<file path="src/rtl/reorder_buffer.sv">
// Reorder buffer: accepts (data, addr) beats out of order within a DEPTH-address window
// and emits them in ascending address order. Optional head-skip timeout: REORDER_TIMEOUT_EN.
module reorder_buffer #(
  parameter int              DATA_W     = 24,
  parameter int              ADDR_W     = 20,
  parameter int              DEPTH      = 16,
  parameter int              TIMEOUT    = 1024,
  parameter logic [DATA_W-1:0] FILL_VALUE = '0
) (
  input  logic                       clk,
  input  logic                       rst_n,
  input  logic                       clear,
  input  logic [DATA_W-1:0]          in_data,
  input  logic [ADDR_W-1:0]          in_addr,
  input  logic                       in_valid,
  output logic                       in_ready,
  output logic [DATA_W-1:0]          out_data,
  output logic [ADDR_W-1:0]          out_addr,
  output logic                       out_valid,
  input  logic                       out_ready,
  output logic                       out_skip,
  output logic                       err_late,
  output logic                       err_dup,
  output logic [$clog2(DEPTH):0]     occupancy
);

  localparam int IDX_W = $clog2(DEPTH);
  localparam int OCC_W = IDX_W + 1;

  if (DEPTH < 2 || DEPTH > 256 || (DEPTH & (DEPTH - 1)) != 0 || TIMEOUT < 1) begin : g_bad_params
    $error("reorder_buffer: DEPTH must be a power of two in 2..256 and TIMEOUT >= 1");
  end

  logic [DATA_W-1:0] mem [DEPTH];
  logic [DEPTH-1:0]  valid_reg;
  logic [ADDR_W-1:0] exp_addr_reg;
  logic [OCC_W-1:0]  occ_reg;
  logic [DATA_W-1:0] out_data_reg;
  logic [ADDR_W-1:0] out_addr_reg;
  logic              out_valid_reg;
  logic              out_skip_reg;
  logic              err_late_reg;
  logic              err_dup_reg;

  logic [ADDR_W-1:0] off;
  logic [IDX_W-1:0]  in_slot;
  logic [IDX_W-1:0]  head_slot;
  logic              in_window;
  logic              behind;
  logic              accept;
  logic              store_ok;
  logic              is_dup;
  logic              is_late;
  logic              bypass;
  logic              head_ram;
  logic              can_load;
  logic              load_ram;
  logic              load_byp;
  logic              skip_load;
  logic              load;
  logic              ram_write;

  // Modular distance from the next address to emit; the upper half means "behind".
  assign off       = in_addr - exp_addr_reg;
  assign in_window = (off < ADDR_W'(DEPTH));
  assign behind    = off[ADDR_W-1];
  assign in_slot   = in_addr[IDX_W-1:0];
  assign head_slot = exp_addr_reg[IDX_W-1:0];

  assign in_ready  = !clear && (in_window || behind);
  assign accept    = in_valid && in_ready;
  assign store_ok  = accept && in_window && !valid_reg[in_slot];
  assign is_dup    = accept && in_window && valid_reg[in_slot];
  assign is_late   = accept && behind;
  assign bypass    = store_ok && (off == '0);

  assign head_ram  = valid_reg[head_slot];
  assign can_load  = !out_valid_reg || out_ready;
  assign load_ram  = can_load && head_ram;
  assign load_byp  = can_load && bypass;
  assign load      = load_ram || load_byp || skip_load;
  // A head beat that cannot go straight to the output register parks in RAM.
  assign ram_write = store_ok && !load_byp;

`ifdef REORDER_TIMEOUT_EN
  localparam int TO_W = $clog2(TIMEOUT + 1);

  logic [TO_W-1:0] to_cnt_reg;
  logic            stall;

  assign stall     = can_load && !head_ram && !bypass && (occ_reg != '0);
  assign skip_load = stall && (to_cnt_reg == TO_W'(TIMEOUT));

  always_ff @(posedge clk or negedge rst_n) begin
    if (!rst_n) begin
      to_cnt_reg <= '0;
    end else if (clear || load) begin
      to_cnt_reg <= '0;
    end else if (stall) begin
      to_cnt_reg <= to_cnt_reg + TO_W'(1);
    end
  end
`else
  assign skip_load = 1'b0;
`endif

  always_ff @(posedge clk) begin
    if (ram_write) begin
      mem[in_slot] <= in_data;
    end
  end

  genvar gi;
  generate
    for (gi = 0; gi < DEPTH; gi++) begin : g_slot
      always_ff @(posedge clk or negedge rst_n) begin
        if (!rst_n) begin
          valid_reg[gi] <= 1'b0;
        end else if (clear) begin
          valid_reg[gi] <= 1'b0;
        end else if (ram_write && in_slot == IDX_W'(gi)) begin
          valid_reg[gi] <= 1'b1;
        end else if (load_ram && head_slot == IDX_W'(gi)) begin
          valid_reg[gi] <= 1'b0;
        end
      end
    end
  endgenerate

  always_ff @(posedge clk or negedge rst_n) begin
    if (!rst_n) begin
      exp_addr_reg  <= '0;
      occ_reg       <= '0;
      out_data_reg  <= '0;
      out_addr_reg  <= '0;
      out_valid_reg <= 1'b0;
      out_skip_reg  <= 1'b0;
      err_late_reg  <= 1'b0;
      err_dup_reg   <= 1'b0;
    end else if (clear) begin
      exp_addr_reg  <= '0;
      occ_reg       <= '0;
      out_valid_reg <= 1'b0;
      out_skip_reg  <= 1'b0;
      err_late_reg  <= 1'b0;
      err_dup_reg   <= 1'b0;
    end else begin
      err_late_reg <= is_late;
      err_dup_reg  <= is_dup;
      occ_reg      <= occ_reg + OCC_W'(ram_write) - OCC_W'(load_ram);
      if (load) begin
        out_valid_reg <= 1'b1;
        out_addr_reg  <= exp_addr_reg;
        out_skip_reg  <= skip_load;
        out_data_reg  <= skip_load ? FILL_VALUE : (load_byp ? in_data : mem[head_slot]);
        exp_addr_reg  <= exp_addr_reg + ADDR_W'(1);
      end else if (out_ready) begin
        out_valid_reg <= 1'b0;
      end
    end
  end

  assign out_data  = out_data_reg;
  assign out_addr  = out_addr_reg;
  assign out_valid = out_valid_reg;
  assign out_skip  = out_skip_reg;
  assign err_late  = err_late_reg;
  assign err_dup   = err_dup_reg;
  assign occupancy = occ_reg;

endmodule

</file>
<file path="config.mk">
export PLATFORM = sky130hd
export DESIGN_NAME = reorder_buffer
export DESIGN_NICKNAME = d
export VERILOG_FILES = /design/src/rtl/reorder_buffer.sv
export SDC_FILE = /design/constraint.sdc
export NUM_CORES = 1
export LEC_CHECK = 0
export ABC_AREA = 1
export ABC_CLOCK_PERIOD_IN_PS = 4800
export CAP_MARGIN = 20
export CORE_ASPECT_RATIO = 1.4
export CORE_MARGIN = 4
export CORE_UTILIZATION = 49
export CTS_BUF_LIST = sky130_fd_sc_hd__clkbuf_2
export DETAILED_ROUTE_END_ITERATION = 6
export PLACE_DENSITY = 0.67
export SYNTH_ARGS = -nofsm -noshare
export SYNTH_HDL_FRONTEND = slang
export SYNTH_SLANG_ARGS = --single-unit
export TNS_END_PERCENT = 5
</file>
<file path="constraint.sdc">
create_clock -name clk -period 4.8 [get_ports clk]
set_input_delay 0.96 -clock clk [delete_from_list [all_inputs] [get_ports clk]]
set_output_delay 0.96 -clock clk [all_outputs]
set_load 0.05 [all_outputs]
</file>
==> run metrics <==
status=completed; R2R depth=25; setup ws final=roughly 0.21 ns; yosys warns=0; # placed instances=around 2600; WL/cell=20.6 um; final wirelength=about 57 mm; Final setup viols=0; All-Layer GR Usage=24.6%; async set-reset flop share out of synthesis=18.6%; TNS Setup=0 ns; max FFs per register=about 380; initial DRC count=~1700; RePlAce Congestion=~0.91; Ports=around 100; CTS Buffer Depth=3; cts bufs inserted=around 110; RSZ-0062 raised after global routing=no; Antenna Violating Nets Remaining=0; post-synthesis cell area=21100 sq um; net switching power=around 1.7 mW; Int Power=5.47 mW; Worst Setup End Kind=primary output; Finished Layout Cells=~2800; DR vias/cell=between 5 and 6; R2R Path End=occupancy[4]$_DFF_PN0_; Syn Nets=about 2100; final hold vios=0; Period minus WS final=between 4 and 5 ns; Critical Path End=in_ready; peak supply drop=0.151 mV; flop2flop setup slack=0.88 ns; FF/Latch Area=13700 sq um; CTS tree=built; Hold Crit Class=flop to flop; share of cells above drive strength 1=between 10% and 20%; I/O Buffers=101; multi-input combinational cell area=approximately 6300 sq um; Mapped Cells=1976; Sw Share=23.9%; commonest non-fill, non-tap cell in the layout=edfxtp_1; hold slack final=between 0.4 and 0.5 ns; R2R Path Start=exp_addr_reg[14]$_DFFE_PN0P_; final core utilization=56.9%; chip width=~180 um; CP required=3.84 ns; fill count=roughly 3600; vias in the first global route=15891; power share of the clock group=around a third; PD cells=about 300 nW/um^2; Clock Latency Late Sink=roughly 1.0 ns; largest net degree at the start of global routing=208; vias=around 16000; fin crit share=around 96%; FF+latch count, synth=approximately 470; Peak Freq=0.218 GHz; startpoint types=flop; EDFF count, synth=384; site row count=between 80 and 90; Max-Cap Viols=0; most frequent cells in the layout=edfxtp_1 (384), nand2_1 (348), nor2_1 (249); Die Ht=between 200 and 300 um; Setup CP Type=flop to primary output; crit-path max FO=6; first-pass GRT wire length=between 80 and 90 mm; core area=between 40000 and 50000 sq um; residual DRC count=0; GRT overflow=0; CTS Sinks=472; register area share after synthesis=about 65%; Synth cell types=40; CTS Root Cell=clkbuf_2; Post-layout nets=between 2000 and 2500; Max-slew headroom=roughly 30%; Worst Path Arrival=approximately 3.6 ns; Gate power share=3.7%; Worst Skew=roughly 0.068 ns; Setup crit start=exp_addr_reg[3]$_DFFE_PN0P_; Post-Place Setup Slack=-0.104 ns; die area=about 46000 sq um; initial antenna violation count=3; Post-DP HPWL=between 30 and 40 mm; H-tree depth=3; starting density of the core=approximately 50%; Top FF cell, synth=edfxtp_1; Clock Pin Slew Worst Setup and Hold Paths=about 0.11 ns; Initial DRT Pass Iterations=5; Layout area overhead=14.3%; Sequential Power Share=about three fifths; Pleak=9.60 nW; worst slew pin tran=roughly 1.0 ns; syn_area_per_cell=between 10 and 15 sq um; Final Max Tran Viols=0
worst min-delay path by stage:
stage	from	end	slack [ns]	cells past startpoint
2_1_floorplan	exp_addr_reg[7]$_DFFE_PN0P_	exp_addr_reg[7]$_DFFE_PN0P_	0.47	2
3_3_place_gp	out_addr[9]$_DFFE_PN0P_	out_addr[9]$_DFFE_PN0P_	0.46	2
3_5_place_dp	out_data[3]$_DFFE_PN0P_	out_data[3]$_DFFE_PN0P_	0.46	2
4_1_cts	rst_n	out_data[19]$_DFFE_PN0P_	0.50	2
5_1_grt	out_addr[9]$_DFFE_PN0P_	out_addr[9]$_DFFE_PN0P_	0.52	2
6_report	out_addr[7]$_DFFE_PN0P_	out_addr[7]$_DFFE_PN0P_	0.49	2
through the flow:
step / cell area (sq um) / power [mW]
detailed placement: 23000 / 4.77
global route: 24100 / 7.51
floorplan: 21100 / 4.63
finish: 24100 / 7.19
CTS: 24000 / 7.25
global placement: 23000 / 4.77
logic make-up (layout without fill, tap and decap cells):
family,after synthesis,in the layout,share of synthesized area [%]
flip-flops,472,472,65.2
XOR/XNOR,17,17,0.707
AO/OA/AOI/OAI,437,437,12.2
buffers and inverters,281,538,5.28
adder cells (fa/ha/maj),30,30,1.85
AND/OR/NAND/NOR,738,738,14.8
other,1,3,0.0178
cell usage after synthesis (3+ instances only):
cell type    n  area share, %
a21oi_1     37           0.88
a221oi_1    24            1.0
a22o_1      24            1.0
a22oi_1      8           0.29
buf_1        6           0.11
buf_2       10           0.24
buf_6        5           0.27
clkbuf_1    84            1.5
dfrtp_1     88             10
edfxtp_1   384             55
ha_1        28            1.7
inv_1      171            3.0
inv_2        3          0.053
nand2_1    349            6.2
nand2_2      4           0.12
nand3_1     58            1.4
nand3b_1     8           0.29
nand4_1     38            1.1
nor2_1     252            4.5
nor2_2       6           0.18
nor3_1      10           0.24
nor3_2       3           0.14
nor4_1       3          0.089
o21ai_0    222            5.3
o21ai_1      9           0.21
o21ai_2     10           0.42
o22ai_1    100            3.0
xor2_1      16           0.67
area by class of cell:
cell class                      instances  area share [%]
Timing Repair Buffer                  163            7.11
Inverter                              174            2.78
Clock inverter                         41           0.826
Clock buffer                          160            3.33
Antenna cell                            2          0.0208
Sequential cell                       472            57.1
Multi-Input combinational cell       1223            26.0
Tap cell                              546            2.84
per-layer routing:
metal	track usage [%]	wire length (um)	vias to the layer above
met2	42.0	28300	758
li1	-	-	7347
met4	12.1	2230	2
met1	30.0	21900	7506
met5	0	13	-
met3	4.81	4870	151
critical path, stage by stage (launching register included):
cell,delay (ns)
dfrtp_2,0.47
inv_1,0.23
ha_1,0.34
nand2_1,0.14
inv_1,0.06
nand2_1,0.06
nand2_1,0.05
nand2_1,0.06
nand3b_1,0.17
nand2_1,0.13
nand3_1,0.07
nand2_1,0.06
nand2_1,0.07
nor2_1,0.14
buf_4,0.14
nand3_4,0.11
nand2_1,0.16
buf_12,0.15
power groups by stage:
stage / registers [mW] / logic (mW) / clock network (mW)
6_report: 4.42 / 0.264 / 2.50
3_5_place_dp: 4.52 / 0.258 / 0
4_1_cts: 4.42 / 0.261 / 2.57
3_3_place_gp: 4.52 / 0.254 / 0
2_1_floorplan: 4.52 / 0.111 / 0
5_1_grt: 4.43 / 0.292 / 2.79
timing repair:
| item | CTS | global route |
|---|---|---|
| endpoints found under the hold margin | 11 | 0 |
| buffers inserted | 1 | 5 |
| endpoints found under the setup margin | 1 | 1 |
| resized for setup | 1 | 14 |
| hold buffers | 1 | 0 |
(Power assumes the default switching activity.)
